[src/rtl/cam_pattern_gen.sv]
// cam_pattern_gen: camera-style test pattern source.
// Produces a PCLK (ACLK/2), HREF/VSYNC framing and an RGB565 byte stream of
// either incrementing bytes or eight vertical colour bars.
//
// Ports:
//   ACLK      in   system clock, all flops on its rising edge
//   ARESETN   in   asynchronous active-low reset
//   ENABLE    in   start / continue frame generation
//   RESOL     in   frame size select: 00 640x480, 01 1024x768, 10 1280x1024, 11 as 00
//   PATTERN   in   0 incrementing bytes, 1 colour bars
//   PCLK      out  pixel clock, ACLK/2, registered
//   HREF      out  high during active line bytes
//   VSYNC     out  high during the VSYNC lines
//   CAMDATA   out  RGB565 byte stream, high byte first
//   FRAME_END out  one-ACLK pulse when the last line of a frame ends
module cam_pattern_gen #(
    parameter int unsigned H_BLANK  = 144,
    parameter int unsigned VS_LINES = 3,
    parameter int unsigned V_BACK   = 17,
    parameter int unsigned V_FRONT  = 10,
    // Frame sizes selected by RESOL; widths must be multiples of 8.
    parameter int unsigned WIDTH0   = 640,
    parameter int unsigned HEIGHT0  = 480,
    parameter int unsigned WIDTH1   = 1024,
    parameter int unsigned HEIGHT1  = 768,
    parameter int unsigned WIDTH2   = 1280,
    parameter int unsigned HEIGHT2  = 1024
) (
    input  logic       ACLK,
    input  logic       ARESETN,
    input  logic       ENABLE,
    input  logic [1:0] RESOL,
    input  logic       PATTERN,
    output logic       PCLK,
    output logic       HREF,
    output logic       VSYNC,
    output logic [7:0] CAMDATA,
    output logic       FRAME_END
);

    typedef enum logic [2:0] {StIdle, StVsync, StVback, StActive, StVfront} state_e;

    state_e      state_q, state_d;
    logic        pclk_q;
    logic [15:0] hcnt_q, hcnt_d;
    logic [15:0] vcnt_q, vcnt_d;
    logic [1:0]  res_q, res_d;
    logic        pat_q, pat_d;
    logic [7:0]  bcnt_q, bcnt_d;
    logic        href_q, vsync_q, fend_q, fend_d;
    logic [7:0]  data_q;

    logic        tick;
    logic        start_frame;
    logic [15:0] width, height, line_last, v_last, pix;
    logic [2:0]  bar;
    logic [15:0] rgb;
    logic        href_n;
    logic [7:0]  data_n;

    // Everything advances on the edge where PCLK falls, so outputs are
    // stable across the following PCLK rising edge.
    assign tick = pclk_q;

    always_comb begin
        unique case (res_q)
            2'd1: begin
                width  = 16'(WIDTH1);
                height = 16'(HEIGHT1);
            end
            2'd2: begin
                width  = 16'(WIDTH2);
                height = 16'(HEIGHT2);
            end
            default: begin
                width  = 16'(WIDTH0);
                height = 16'(HEIGHT0);
            end
        endcase
        line_last = (width << 1) + 16'(H_BLANK) - 16'd1;
        case (state_q)
            StVsync:  v_last = 16'(VS_LINES - 1);
            StVback:  v_last = 16'(V_BACK - 1);
            StActive: v_last = height - 16'd1;
            StVfront: v_last = 16'(V_FRONT - 1);
            default:  v_last = 16'd0;
        endcase
    end

    always_comb begin
        state_d     = state_q;
        hcnt_d      = hcnt_q;
        vcnt_d      = vcnt_q;
        res_d       = res_q;
        pat_d       = pat_q;
        bcnt_d      = bcnt_q;
        fend_d      = 1'b0;
        start_frame = 1'b0;

        if (tick) begin
            if (state_q == StIdle) begin
                start_frame = ENABLE;
            end else if (hcnt_q == line_last) begin
                hcnt_d = 16'd0;
                if (vcnt_q == v_last) begin
                    vcnt_d = 16'd0;
                    case (state_q)
                        StVsync:  state_d = StVback;
                        StVback:  state_d = StActive;
                        StActive: state_d = StVfront;
                        StVfront: begin
                            fend_d = 1'b1;
                            if (ENABLE) start_frame = 1'b1;
                            else        state_d     = StIdle;
                        end
                        default:  state_d = StIdle;
                    endcase
                end else begin
                    vcnt_d = vcnt_q + 16'd1;
                end
            end else begin
                hcnt_d = hcnt_q + 16'd1;
            end
        end

        // Frame parameters are captured only here, so mid-frame changes wait.
        if (start_frame) begin
            state_d = StVsync;
            hcnt_d  = 16'd0;
            vcnt_d  = 16'd0;
            res_d   = (RESOL == 2'b11) ? 2'b00 : RESOL;
            pat_d   = PATTERN;
            bcnt_d  = 8'd0;
        end

        // Output values for the PCLK period that begins at this tick.
        href_n = (state_d == StActive) && (hcnt_d < (width << 1));
        pix    = hcnt_d >> 1;
        unique case (res_q)
            2'd1:    bar = 3'(pix / 16'(WIDTH1 / 8));
            2'd2:    bar = 3'(pix / 16'(WIDTH2 / 8));
            default: bar = 3'(pix / 16'(WIDTH0 / 8));
        endcase
        unique case (bar)
            3'd0: rgb = 16'hFFFF;
            3'd1: rgb = 16'hFFE0;
            3'd2: rgb = 16'h07FF;
            3'd3: rgb = 16'h07E0;
            3'd4: rgb = 16'hF81F;
            3'd5: rgb = 16'hF800;
            3'd6: rgb = 16'h001F;
            default: rgb = 16'h0000;
        endcase
        if (!href_n)    data_n = 8'd0;
        else if (pat_q) data_n = hcnt_d[0] ? rgb[7:0] : rgb[15:8];
        else            data_n = bcnt_q;

        if (tick && href_n) bcnt_d = bcnt_q + 8'd1;
    end

    always_ff @(posedge ACLK or negedge ARESETN) begin
        if (!ARESETN) begin
            pclk_q  <= 1'b0;
            state_q <= StIdle;
            hcnt_q  <= 16'd0;
            vcnt_q  <= 16'd0;
            res_q   <= 2'd0;
            pat_q   <= 1'b0;
            bcnt_q  <= 8'd0;
            href_q  <= 1'b0;
            vsync_q <= 1'b0;
            data_q  <= 8'd0;
            fend_q  <= 1'b0;
        end else begin
            pclk_q  <= ~pclk_q;
            state_q <= state_d;
            hcnt_q  <= hcnt_d;
            vcnt_q  <= vcnt_d;
            res_q   <= res_d;
            pat_q   <= pat_d;
            bcnt_q  <= bcnt_d;
            fend_q  <= fend_d;
            if (tick) begin
                href_q  <= href_n;
                vsync_q <= (state_d == StVsync);
                data_q  <= data_n;
            end
        end
    end

    assign PCLK      = pclk_q;
    assign HREF      = href_q;
    assign VSYNC     = vsync_q;
    assign CAMDATA   = data_q;
    assign FRAME_END = fend_q;

endmodule

[config.mk]
export PLATFORM = sky130hd
export DESIGN_NAME = cam_pattern_gen
export DESIGN_NICKNAME = d
export VERILOG_FILES = /design/src/rtl/cam_pattern_gen.sv
export SDC_FILE = /design/constraint.sdc
export NUM_CORES = 1
export LEC_CHECK = 0
export ABC_AREA = 1
export CORE_ASPECT_RATIO = 1.5
export CORE_MARGIN = 3
export CORE_UTILIZATION = 55
export DETAILED_ROUTE_END_ITERATION = 8
export PLACE_DENSITY = 0.72
export SLEW_MARGIN = 25
export SYNTH_ARGS = -nofsm -noshare
export SYNTH_HDL_FRONTEND = slang
export SYNTH_SLANG_ARGS = --single-unit
export TNS_END_PERCENT = 100
[constraint.sdc]
create_clock -name ACLK -period 18.25 [get_ports ACLK]
set_clock_uncertainty 0.05 [all_clocks]
set_input_delay 3.65 -clock ACLK [delete_from_list [all_inputs] [get_ports ACLK]]
set_output_delay 3.65 -clock ACLK [all_outputs]
set_load 0.1 [all_outputs]
# [Word-level counts from Yosys, hierarchy flattened]
# Index checks and enable logic that the tools add are counted.
[totals] ff_bits=58 latch_bits=0 ram_bits=0 rom_bits=0 inputBits=6 output_inout_bits=12 memories=0
[classes] add_sub_neg=6 n_mul=0 n_div=2 order_cmp=1 n_eq_ne=18 shift=0 muxes=38 bitwise=1 n_reduce_logical=8
[op_table] operator="16-bit two-way mux" count=9
[op_table] operator="16-bit one-hot mux with 7 select lines" count=1
[op_table] operator="16-bit one-hot mux with 4 select lines" count=1
[op_table] operator="11-bit one-hot mux with 2 select lines" count=2
[op_table] operator="8-bit two-way mux" count=5
[op_table] operator="16-bit by 1-bit adder with 16-bit output, second input constant" count=2
[op_table] operator="16-bit == test" count=2
[op_table] operator="16-bit by 1-bit subtractor with 16-bit output, second input constant" count=2
[op_table] operator="3-bit two-way mux" count=6
[op_table] operator="16-bit by 8-bit adder with 16-bit output, second input constant" count=1
[op_table] operator="15-bit by 7-bit divider with 16-bit output, second input constant" count=1
[op_table] operator="15-bit by 8-bit divider with 16-bit output, second input constant" count=1
[op_table] operator="16-bit by 12-bit less-than comparator with 1-bit output" count=1
[op_table] operator="3-bit by 2-bit == test with 1-bit output, second input constant" count=5
[op_table] operator="3-bit == test, second input constant" count=4
[op_table] operator="3-bit one-hot mux with 4 select lines" count=1
[op_table] operator="1-bit two-way mux" count=11
[op_table] operator="3-bit by 1-bit == test with 1-bit output, second input constant" count=3
[op_table] operator="8-bit by 1-bit adder with 8-bit output, second input constant" count=1
[op_table] operator="3-bit logical NOT" count=2
[op_table] operator="3-bit one-hot mux with 2 select lines" count=1
[op_table] operator="2-bit nonzero test" count=3
[op_table] operator="2-bit == test, second input constant" count=2
[op_table] operator="3-bit AND reduction" count=1
[op_table] operator="5 further kinds" count=6

# [Depth between registers and ports, before layout]
# Gate-level depths: netlist of run 1.
[logic_depth] depth_word=17 mapped_depth=115 depth_no_buf=112

# [Worst setup path before layout of run 1]
# No wires, ideal clock.
[synth_timing] path_type="input to register" start="input port ENABLE" end="register data_q[0], in the netlist CAMDATA[0]" t_arrival_ns=15.987 path_slack_ns=2.093 stages=99 n_path_buf=2 cell_sequence="nand2_1 -> nor2_1 -> nand2_2 -> buf_6 -> nand2_1 -> inv_1 -> ha_1 -> nor2_1 -> inv_1 -> nand4_1 -> a21oi_1 -> ha_1 -> o21ai_0 -> a21oi_1 -> o21ai_0 -> nand3_1 -> and2_1 -> ha_1 -> [... 63 more ...] -> nand2_1 -> inv_1 -> nor2_1 -> nand3_1 -> nor2_2 -> nand2_2 -> inv_1 -> o21ai_0 -> ha_1 -> o211ai_1 -> o21ai_0 -> nand3_1 -> nand3_1 -> nand2_1 -> nand2_1 -> nand2_2 -> nand2_1 -> nand2_1"
[synth_via] elab_chain_cells=14
[synth_rtl] element="start, declared" line_no="31" text="input logic ENABLE,"
[synth_rtl] element="1-bit two-way mux" line_no="113" text="if (ENABLE) start_frame = 1'b1;"
[synth_rtl] element="1-bit two-way mux" line_no="107" text="case (state_q)"
[synth_rtl] element="1-bit two-way mux" line_no="105" text="if (vcnt_q == v_last) begin"
[synth_rtl] element="1-bit two-way mux" line_no="103" text="end else if (hcnt_q == line_last) begin"
[synth_rtl] element="1-bit two-way mux *" line_no="101" text="if (state_q == StIdle) begin"
[synth_rtl] element="1-bit two-way mux *" line_no="100" text="if (tick) begin"
[synth_rtl] element="16-bit two-way mux *" line_no="127" text="if (start_frame) begin"
[synth_rtl] element="named net hcnt_d[14]" line_no="45" text="logic [15:0] hcnt_q, hcnt_d;"
[synth_rtl] element="15-bit by 7-bit divider with 16-bit output / 15-bit by 8-bit divider with 16-bit output (equally long branches)" line_no="142, 141"
[synth_rtl] element="3-bit one-hot mux with 2 select lines" line_no="139" text="unique case (res_q)"
[synth_rtl] element="3-bit == test, or another cell as far along" line_no="144" text="unique case (bar)"
[synth_rtl] element="16-bit one-hot mux with 7 select lines" line_no="144"
[synth_rtl] element="8-bit two-way mux (2 in series)" line_no="155" text="else if (pat_q) data_n = hcnt_d[0] ? rgb[7:0] : rgb[15:8];"
[synth_rtl] element="8-bit two-way mux *" line_no="154" text="if (!href_n) data_n = 8'd0;"
[synth_rtl] element="end signal, assigned" line_no="186" text="data_q <= data_n;"
[synth_rtl] element="end, declared" line_no="51" text="logic [7:0] data_q;"
# Mark *: on every way through the listed nets, which the timed path passes. The rest lies on a longest branch.
# A chain may end at the register's enable or synchronous reset.

# [Worst setup path in the final report of run 1]
# Same ends and word-level chain as after synthesis.

==> metrics.txt, run 1 <==
# TYPE chip_impl_metric gauge
chip_impl_metric{name="wl_per_cell",unit="µm"} 13.32
chip_impl_metric{name="max-slew-margin-rel",unit="%"} 34.95
chip_impl_metric{name="detailed_place_hpwl",unit="µm"} 11850
chip_impl_info{name="routed.top_layer",value="met4"} 1
chip_impl_metric{name="drt-total-wl",unit="µm"} 15350
chip_impl_metric{name="starting_utilization_of_the_core_area",unit="%"} 57.56
chip_impl_metric{name="total_placed_cells_including_tap_cells",unit=""} 1131
chip_impl_metric{name="worst_ir_drop_vdd",unit="µV"} 37.49
chip_impl_metric{name="post_synth.cell_area_avg",unit="µm²"} 6.341
chip_impl_metric{name="synthToLayoutAreaGrowth",unit="%"} 12.44
chip_impl_metric{name="cts_inserted_buffers",unit=""} 9
chip_impl_metric{name="die_h",unit="µm"} 136.0
chip_impl_metric{name="avgViaCountPerCell",unit=""} 5.324
chip_impl_metric{name="synth-seq-area-share",unit="%"} 23.43
chip_impl_metric{name="synth_cell_type_count",unit=""} 49
chip_impl_metric{name="synth-warning-count",unit=""} 0
chip_impl_metric{name="timing.critical_path.slowest_cell_delay",unit="ns"} 0.49
chip_impl_metric{name="drc",unit=""} 0
chip_impl_metric{name="power.leakage",unit="nW"} 3.730
chip_impl_metric{name="fraction_of_layout_instances_using_a_drive_strength_above_1",unit="%"} 9.316
chip_impl_metric{name="skew_pair_late_insertion_delay",unit="ns"} 0.34
chip_impl_metric{name="total_power",unit="µW"} 330.0
chip_impl_metric{name="gr_overflow_total",unit=""} 0
chip_impl_metric{name="grt_antenna_before_repair",unit=""} 0
chip_impl_metric{name="layout.nets",unit=""} 1053
chip_impl_metric{name="stdcell_count",unit=""} 1153
chip_impl_metric{name="critical_path_peak_fanout",unit=""} 14
chip_impl_metric{name="horizontal_extent_of_the_die",unit="µm"} 92.65
chip_impl_metric{name="post_cts_hold_buffer_count",unit=""} 0
chip_impl_metric{name="met3WireLength",unit="µm"} 586
chip_impl_metric{name="share_of_the_clock_period_used_by_the_worst_path",unit="%"} 91.13
chip_impl_info{name="min_path_type",value="reg -> reg"} 1
chip_impl_metric{name="setup_tns",unit="ns"} 0
chip_impl_metric{name="cts.sink_count",unit=""} 58
chip_impl_metric{name="timing.final.hold_violations",unit=""} 0
chip_impl_info{name="run_status",value="complete, no violations"} 1
chip_impl_metric{name="design.die.area",unit="µm²"} 12600
chip_impl_metric{name="post_synth_inst_count",unit=""} 977
chip_impl_metric{name="number_of_drc_markers_in_iteration_0",unit=""} 431
chip_impl_metric{name="maxCapViolCount",unit=""} 0
chip_impl_metric{name="fin_crit",unit="ns"} 16.63
chip_impl_metric{name="finalSetupViolations",unit=""} 0
chip_impl_metric{name="globalRouteTotalUtil",unit="%"} 25.72
chip_impl_metric{name="clock_path_buffers",unit=""} 2
chip_impl_metric{name="first_pass_iters",unit=""} 6
chip_impl_metric{name="synth_seq_cells",unit=""} 58
chip_impl_metric{name="fmax",unit="GHz"} 0.06013
chip_impl_metric{name="htree_levels",unit=""} 3
chip_impl_metric{name="clk_pin_slew",unit="ns"} 0.05
chip_impl_metric{name="placeable_core_area",unit="µm²"} 10760
chip_impl_metric{name="met1Wirelength",unit="µm"} 6396
chip_impl_metric{name="ant_nets",unit=""} 0
chip_impl_info{name="critical_path.endpoint_type",value="register"} 1
chip_impl_info{name="slowest_stage",value="sky130_fd_sc_hd__clkdlybuf4s50_1"} 1
chip_impl_metric{name="total_of_buffers_placed_on_input_and_output_ports",unit=""} 17
chip_impl_metric{name="grt_start_max_net_pins",unit=""} 59
chip_impl_metric{name="diodes",unit=""} 0
chip_impl_metric{name="final_max_slew_viol_count",unit=""} 0
chip_impl_metric{name="design.portCount",unit=""} 18
chip_impl_info{name="clock_tree_from_tritoncts",value="built"} 1
chip_impl_metric{name="grt_pass1_wl",unit="µm"} 26320
chip_impl_metric{name="place_congestion",unit=""} 0.9269
chip_impl_metric{name="tightest_slew",unit="ns"} 0.9727
chip_impl_info{name="timing.critical_path.from_type",value="input pin"} 1
chip_impl_metric{name="worstPathArrival",unit="ns"} 16.80
chip_impl_metric{name="num_rows",unit=""} 46
chip_impl_metric{name="power.density",unit="nW/µm²"} 47.38
chip_impl_metric{name="syn-num-nets",unit=""} 1026
chip_impl_metric{name="routed_length_on_met2",unit="µm"} 8052
chip_impl_info{name="root_buffer",value="sky130_fd_sc_hd__clkbuf_16"} 1
chip_impl_metric{name="area_of_the_mapped_netlist",unit="µm²"} 6195
chip_impl_metric{name="postLayoutCoreUtil",unit="%"} 64.72
chip_impl_metric{name="detailroute.via_count",unit=""} 6138
chip_impl_metric{name="required",unit="ns"} 18.42
chip_impl_metric{name="first_global_vias",unit=""} 5785
chip_impl_info{name="critPathMostFrequentCell",value="sky130_fd_sc_hd__nand2_1"} 1
chip_impl_info{name="critical_path_class",value="in -> reg"} 1
[state kept, by name, summed over array words and instances (netlist names)]
name,flops
hcnt_q,16
vcnt_q,16
CAMDATA,8
bcnt_q,8
state_q,3
res_q,2
FRAME_END,1
HREF,1
PCLK,1
VSYNC,1
pat_q,1
[cell type report]
cell class                      count  area [µm²]
Timing Repair Buffer               29       255.2
Multi-Input combinational cell    745        4129
Tap cell                          144       180.2
Clock inverter                      4       98.84
Fill cell                        1035        3797
Inverter                          161       604.3
Sequential cell                    58        1451
Clock buffer                       12       246.5
[cell usage in the layout, fill, tap and decap left out, types with 5 or more instances in the layout]
| cell type | netlist | layout |
|---|---|---|
| sky130_fd_sc_hd__nand2_2 | 15 | 16 |
| sky130_fd_sc_hd__xnor2_1 | 12 | 12 |
| sky130_fd_sc_hd__o21ai_1 | 8 | 12 |
| sky130_fd_sc_hd__nand3_2 | 10 | 11 |
| sky130_fd_sc_hd__nor2_1 | 93 | 90 |
| sky130_fd_sc_hd__inv_2 | 6 | 7 |
| sky130_fd_sc_hd__o21ai_0 | 57 | 53 |
| sky130_fd_sc_hd__o22ai_1 | 6 | 6 |
| sky130_fd_sc_hd__nor4_1 | 6 | 6 |
| sky130_fd_sc_hd__clkbuf_16 | 0 | 9 |
| sky130_fd_sc_hd__nand3_1 | 71 | 70 |
| sky130_fd_sc_hd__xor2_1 | 23 | 23 |
| sky130_fd_sc_hd__a21oi_1 | 36 | 33 |
| sky130_fd_sc_hd__nand3b_1 | 5 | 5 |
| sky130_fd_sc_hd__nor2_4 | 6 | 10 |
| sky130_fd_sc_hd__dfrtp_1 | 58 | 58 |
| sky130_fd_sc_hd__nand2_1 | 274 | 273 |
| sky130_fd_sc_hd__ha_1 | 43 | 43 |
| sky130_fd_sc_hd__clkdlybuf4s50_1 | 0 | 16 |
| sky130_fd_sc_hd__inv_1 | 154 | 153 |
| sky130_fd_sc_hd__nand4_1 | 21 | 21 |
| sky130_fd_sc_hd__nor3_1 | 9 | 8 |
| sky130_fd_sc_hd__buf_4 | 1 | 12 |
[power by group]
part	total [mW]	switching [mW]	internal, mW
Combinational	0.00370	0.00270	0.000999
Clock	0.198	0.0603	0.137
Sequential	0.129	0	0.129
[synthesized netlist by cell type (all sizes together)]
cell     instances  share of area, %
a2111oi          1              0.14
a21o             3              0.36
a21oi           37               3.0
a31oi            2              0.20
and2             4              0.40
buf              6              0.73
clkbuf           7              0.42
clkinv           1             0.061
dfrtp           58                23
ha              43               8.7
inv            160               9.7
nand2          292                19
nand3           82               7.6
nand3b           6              0.93
nand4           22               2.5
nor2           104               7.2
nor3             9              0.73
nor3b            1              0.12
nor4             6              0.61
o2111ai          1              0.14
o211a            1              0.16
o211ai           4              0.48
o21a             1              0.12
o21ai           68               5.7
o21bai           5              0.61
o22ai            6              0.61
o31ai            3              0.59
o32ai            4              0.57
o41ai            1              0.14
or2              4              0.40
xnor2           12               1.7
xor2            23               3.3
[logic make-up after synthesis]
| group | after synthesis | synth area share, % |
|---|---|---|
| simple gates | 530 | 39.18 |
| fa+ha+maj | 43 | 8.685 |
| xor+xnor | 35 | 4.948 |
| compound gates | 137 | 12.85 |
| buf+inv | 174 | 10.91 |
| flops | 58 | 23.43 |
[routing by layer]
layer | vias up | track usage [%]
met5 | - | 0
met4 | 0 | 8.802
met2 | 127 | 47.80
met1 | 2782 | 30.03
li1 | 3207 | -
met3 | 22 | 3.488
[critical path: cells and delay by family]
kind,cells,cell delay (ns)
adders and majority gates,10,2.92
buffers and inverters,17,1.98
and+or+nand+nor,50,5.23
AOI/OAI and AO/OA,23,3.01
[stage by stage]
stage	worst slack, ns	instance area (µm²)	hold WS [ns]
finish	1.619	6965	0.4223
detailed placement	0.3803	6514	0.4148
global route	-0.04503	6965	0.4471
CTS	0.6781	6859	0.4292
floorplan	2.093	6195	0.4297
global placement	0.6442	6514	0.4117
[path summary, 6_finish.rpt]
check                           start         end  slack [ns]  cells past startpoint
setup / recovery               ENABLE  CAMDATA[0]        1.62                    100
hold / removal             CAMDATA[0]  CAMDATA[0]        0.42                      2
setup reg to reg             res_q[0]  CAMDATA[0]        3.54                    105
hold reg to reg            CAMDATA[0]  CAMDATA[0]        0.42                      2
max in group asynchronous     ARESETN   hcnt_q[3]       14.24                      2
min in group asynchronous     ARESETN   bcnt_q[4]        3.41                      2
[what timing repair did]
item                       in CTS  in global routing
setup endpoints to repair       0                  8
gates resized for setup         0                 20
buffers inserted                0                  6
No activity file was read; power rests on OpenSTA's default activity.
==> run 2: changes to the inputs <==
--- a/config.mk
+++ b/config.mk
@@ -9,8 +9,10 @@
 export CORE_ASPECT_RATIO = 1.5
 export CORE_MARGIN = 3
 export CORE_UTILIZATION = 55
+export CTS_CLUSTER_SIZE = 12
 export DETAILED_ROUTE_END_ITERATION = 8
 export PLACE_DENSITY = 0.72
+export RECOVER_POWER = 100
 export SLEW_MARGIN = 25
 export SYNTH_ARGS = -nofsm -noshare
 export SYNTH_HDL_FRONTEND = slang
==> run 2 against run 1 <==
The flow now finishes with violations (max-capacitance violations, max-slew violations). Highest routed layer unchanged. Critical endpoint unchanged. Cell count did not move. Core utilization fell by 0.22 points. Largest power group unchanged. Non-clock buffer count did not move. Global-route usage did not move. Design area fell by 0.34%. Power barely moved. Sequential power barely moved. Die area did not move.
==> metrics.txt, run 2 (synthesis results as in run 1) <==
# TYPE chip_impl_metric gauge
chip_impl_info{name="run_status",value="finished with violations"} 1
chip_impl_info{name="violated_checks",value="max-capacitance violations, max-slew violations"} 1
chip_impl_metric{name="first_pass_iters",unit=""} 5
chip_impl_info{name="source_of_the_worst_register_to_register_timing_path",value="res_q[0]"} 1
chip_impl_metric{name="post_cts_hold_buffer_count",unit=""} 0
chip_impl_metric{name="design.portCount",unit=""} 18
chip_impl_metric{name="cts.sink_count",unit=""} 58
chip_impl_metric{name="timing.critical_path.slowest_cell_delay",unit="ns"} 0.49
chip_impl_metric{name="wl_per_cell",unit="µm"} 13.32
chip_impl_metric{name="fmax",unit="GHz"} 0.06008
chip_impl_metric{name="final_max_slew_viol_count",unit=""} 59
chip_impl_info{name="min_path_type",value="reg -> reg"} 1
chip_impl_metric{name="final_standard_cell_area_without_fillers",unit="µm²"} 6942
chip_impl_metric{name="share_of_the_clock_period_used_by_the_worst_path",unit="%"} 91.21
chip_impl_info{name="worst_path_dominant_cell_family",value="simple AND/OR/NAND/NOR gates"} 1
chip_impl_metric{name="grt_antenna_before_repair",unit=""} 0
chip_impl_metric{name="post_dp_cell_area",unit="µm²"} 6514
chip_impl_info{name="worstSetupStartpoint",value="ENABLE"} 1
chip_impl_info{name="critPathMostFrequentCell",value="sky130_fd_sc_hd__nand2_1"} 1
chip_impl_metric{name="layout.nets",unit=""} 1053
chip_impl_info{name="most_frequent_standard_cell_in_the_layout_excluding_fill_and_tap_cells",value="sky130_fd_sc_hd__nand2_1"} 1
chip_impl_metric{name="detailroute.via_count",unit=""} 6136
chip_impl_metric{name="fin_crit",unit="ns"} 16.65
chip_impl_metric{name="required",unit="ns"} 18.42
chip_impl_metric{name="globalRouteTotalUtil",unit="%"} 25.72
chip_impl_metric{name="cts_inserted_buffers",unit=""} 9
chip_impl_metric{name="skew_pair_late_insertion_delay",unit="ns"} 0.34
chip_impl_metric{name="number_of_drc_markers_in_iteration_0",unit=""} 364
chip_impl_info{name="clock_tree_from_tritoncts",value="built"} 1
chip_impl_info{name="timing.critical_path.from_type",value="input pin"} 1
chip_impl_metric{name="die_h",unit="µm"} 136.0
chip_impl_metric{name="diodes",unit=""} 0
chip_impl_metric{name="synthToLayoutAreaGrowth",unit="%"} 12.06
chip_impl_metric{name="finalSetupViolations",unit=""} 0
chip_impl_metric{name="fraction_of_layout_instances_using_a_drive_strength_above_1",unit="%"} 8.920
chip_impl_metric{name="cp.buffers_inverters",unit=""} 17
chip_impl_metric{name="horizontal_extent_of_the_die",unit="µm"} 92.65
chip_impl_metric{name="clk_pin_slew",unit="ns"} 0.05
chip_impl_metric{name="grt_pass1_wl",unit="µm"} 26320
chip_impl_metric{name="first_global_vias",unit=""} 5785
chip_impl_info{name="hold_start",value="CAMDATA[0]"} 1
chip_impl_metric{name="placeable_core_area",unit="µm²"} 10760
chip_impl_metric{name="maxCapViolCount",unit=""} 1
chip_impl_metric{name="gr_overflow_total",unit=""} 0
chip_impl_info{name="slowest_stage",value="sky130_fd_sc_hd__clkdlybuf4s50_1"} 1
chip_impl_metric{name="starting_utilization_of_the_core_area",unit="%"} 57.56
chip_impl_info{name="root_buffer",value="sky130_fd_sc_hd__clkbuf_16"} 1
chip_impl_metric{name="power.leakage",unit="nW"} 3.742
chip_impl_metric{name="total_of_buffers_placed_on_input_and_output_ports",unit=""} 17
chip_impl_metric{name="worstPathArrival",unit="ns"} 16.82
chip_impl_metric{name="total_placed_cells_including_tap_cells",unit=""} 1131
chip_impl_metric{name="max-slew-margin-rel",unit="%"} -109.1
chip_impl_metric{name="htree_levels",unit=""} 3
chip_impl_metric{name="drc",unit=""} 0
chip_impl_metric{name="place_congestion",unit=""} 0.9269
chip_impl_metric{name="timing.final.hold_violations",unit=""} 0
chip_impl_metric{name="worst_ir_drop_vdd",unit="µV"} 37.40
chip_impl_metric{name="drt-total-wl",unit="µm"} 15360
chip_impl_metric{name="ant_nets",unit=""} 0
chip_impl_metric{name="critical_path_peak_fanout",unit=""} 14
chip_impl_metric{name="tightest_slew",unit="ns"} 3.136
chip_impl_metric{name="grt_start_max_net_pins",unit=""} 59
chip_impl_metric{name="detailed_place_hpwl",unit="µm"} 11850
chip_impl_info{name="critical_path.endpoint_type",value="register"} 1
chip_impl_metric{name="clock_path_buffers",unit=""} 2
chip_impl_metric{name="design.die.area",unit="µm²"} 12600
chip_impl_metric{name="stdcell_count",unit=""} 1153
chip_impl_metric{name="power.density",unit="nW/µm²"} 47.52
chip_impl_metric{name="avgViaCountPerCell",unit=""} 5.322
chip_impl_info{name="critical_path_class",value="in -> reg"} 1
chip_impl_info{name="final_cell_mix",value="sky130_fd_sc_hd__nand2_1 (273), sky130_fd_sc_hd__inv_1 (153), sky130_fd_sc_hd__nor2_1 (90), sky130_fd_sc_hd__nand3_1 (70), sky130_fd_sc_hd__dfrtp_1 (58)"} 1
chip_impl_metric{name="num_rows",unit=""} 46
chip_impl_info{name="reg.largest.list",value="hcnt_q x16, vcnt_q x16"} 1
==> run 2: changes by cell type in the layout (fill, tap and decap cells not counted) <==
cell / before / now
sky130_fd_sc_hd__and2_0: 1 / 2
sky130_fd_sc_hd__clkdlybuf4s50_1: 16 / 4
sky130_fd_sc_hd__and2_1: 3 / 2
sky130_fd_sc_hd__buf_4: 12 / 10
sky130_fd_sc_hd__clkbuf_1: 2 / 4
sky130_fd_sc_hd__o21ai_0: 53 / 54
sky130_fd_sc_hd__dlygate4sd3_1: 0 / 12
sky130_fd_sc_hd__nand3b_1: 5 / 6
sky130_fd_sc_hd__nand3b_4: 1 / 0
sky130_fd_sc_hd__o21ai_2: 3 / 2
==> run 2: final cells by class <==
type                       count  area [µm²]
tap                          144       180.2
inverter                     161       604.3
timing repair buffer          29       247.7
multi-input combinational    745        4113
clock inverter                 4       98.84
fill                        1039        3821
clock buffer                  12       246.5
sequential                    58        1451
==> run 2: worst paths after layout <==
check	endpoint	slack (ns)	cells past startpoint
min in group asynchronous	bcnt_q[4]	4.39	2
max	CAMDATA[0]	1.60	100
max reg2reg	CAMDATA[0]	2.78	107
min	CAMDATA[0]	0.42	2
min reg2reg	CAMDATA[0]	0.42	2
max in group asynchronous	hcnt_q[3]	11.97	2
==> run 2: through the flow <==
stage / power, mW / hold WS [ns] / worst slack (ns) / TNS (ns) / util [%]
finish: 0.3299 / 0.4194 / 1.604 / 0 / 64.50
global route: 0.3373 / 0.4414 / -0.05493 / -0.08031 / 64.50
CTS: 0.3322 / 0.4292 / 0.6781 / 0 / 63.73
detailed placement: 0.1349 / 0.4148 / 0.3803 / 0 / 60.52
global placement: 0.1349 / 0.4117 / 0.6442 / 0 / 60.52
floorplan: 0.1311 / 0.4297 / 2.093 / 0 / -
==> run 2: timing repair <==
item,in CTS,in global routing
setup endpoints to repair,0,8
resized for setup,0,20
buffers inserted,0,6
==> run 2: report_power, final <==
| group | internal (mW) | total (mW) | switching (mW) |
|---|---|---|---|
| logic | 0.000895 | 0.00361 | 0.00271 |
| clock network | 0.137 | 0.198 | 0.0603 |
| registers | 0.129 | 0.129 | 0 |
| total | 0.267 | 0.330 | 0.0630 |
==> run 2: per-layer routing <==
layer / GRT usage [%] / routed length, µm
met3: 3.488 / 561
met4: 8.802 / 349
met1: 30.03 / 6442
met2: 47.80 / 8008
met5: 0 / 0
==> run 2: worst min-delay path: cells and delay by family, from the launching register on <==
family | cells | cell delay, ns
flip-flops | 1 | 0.33
AND/OR/NAND/NOR | 2 | 0.10
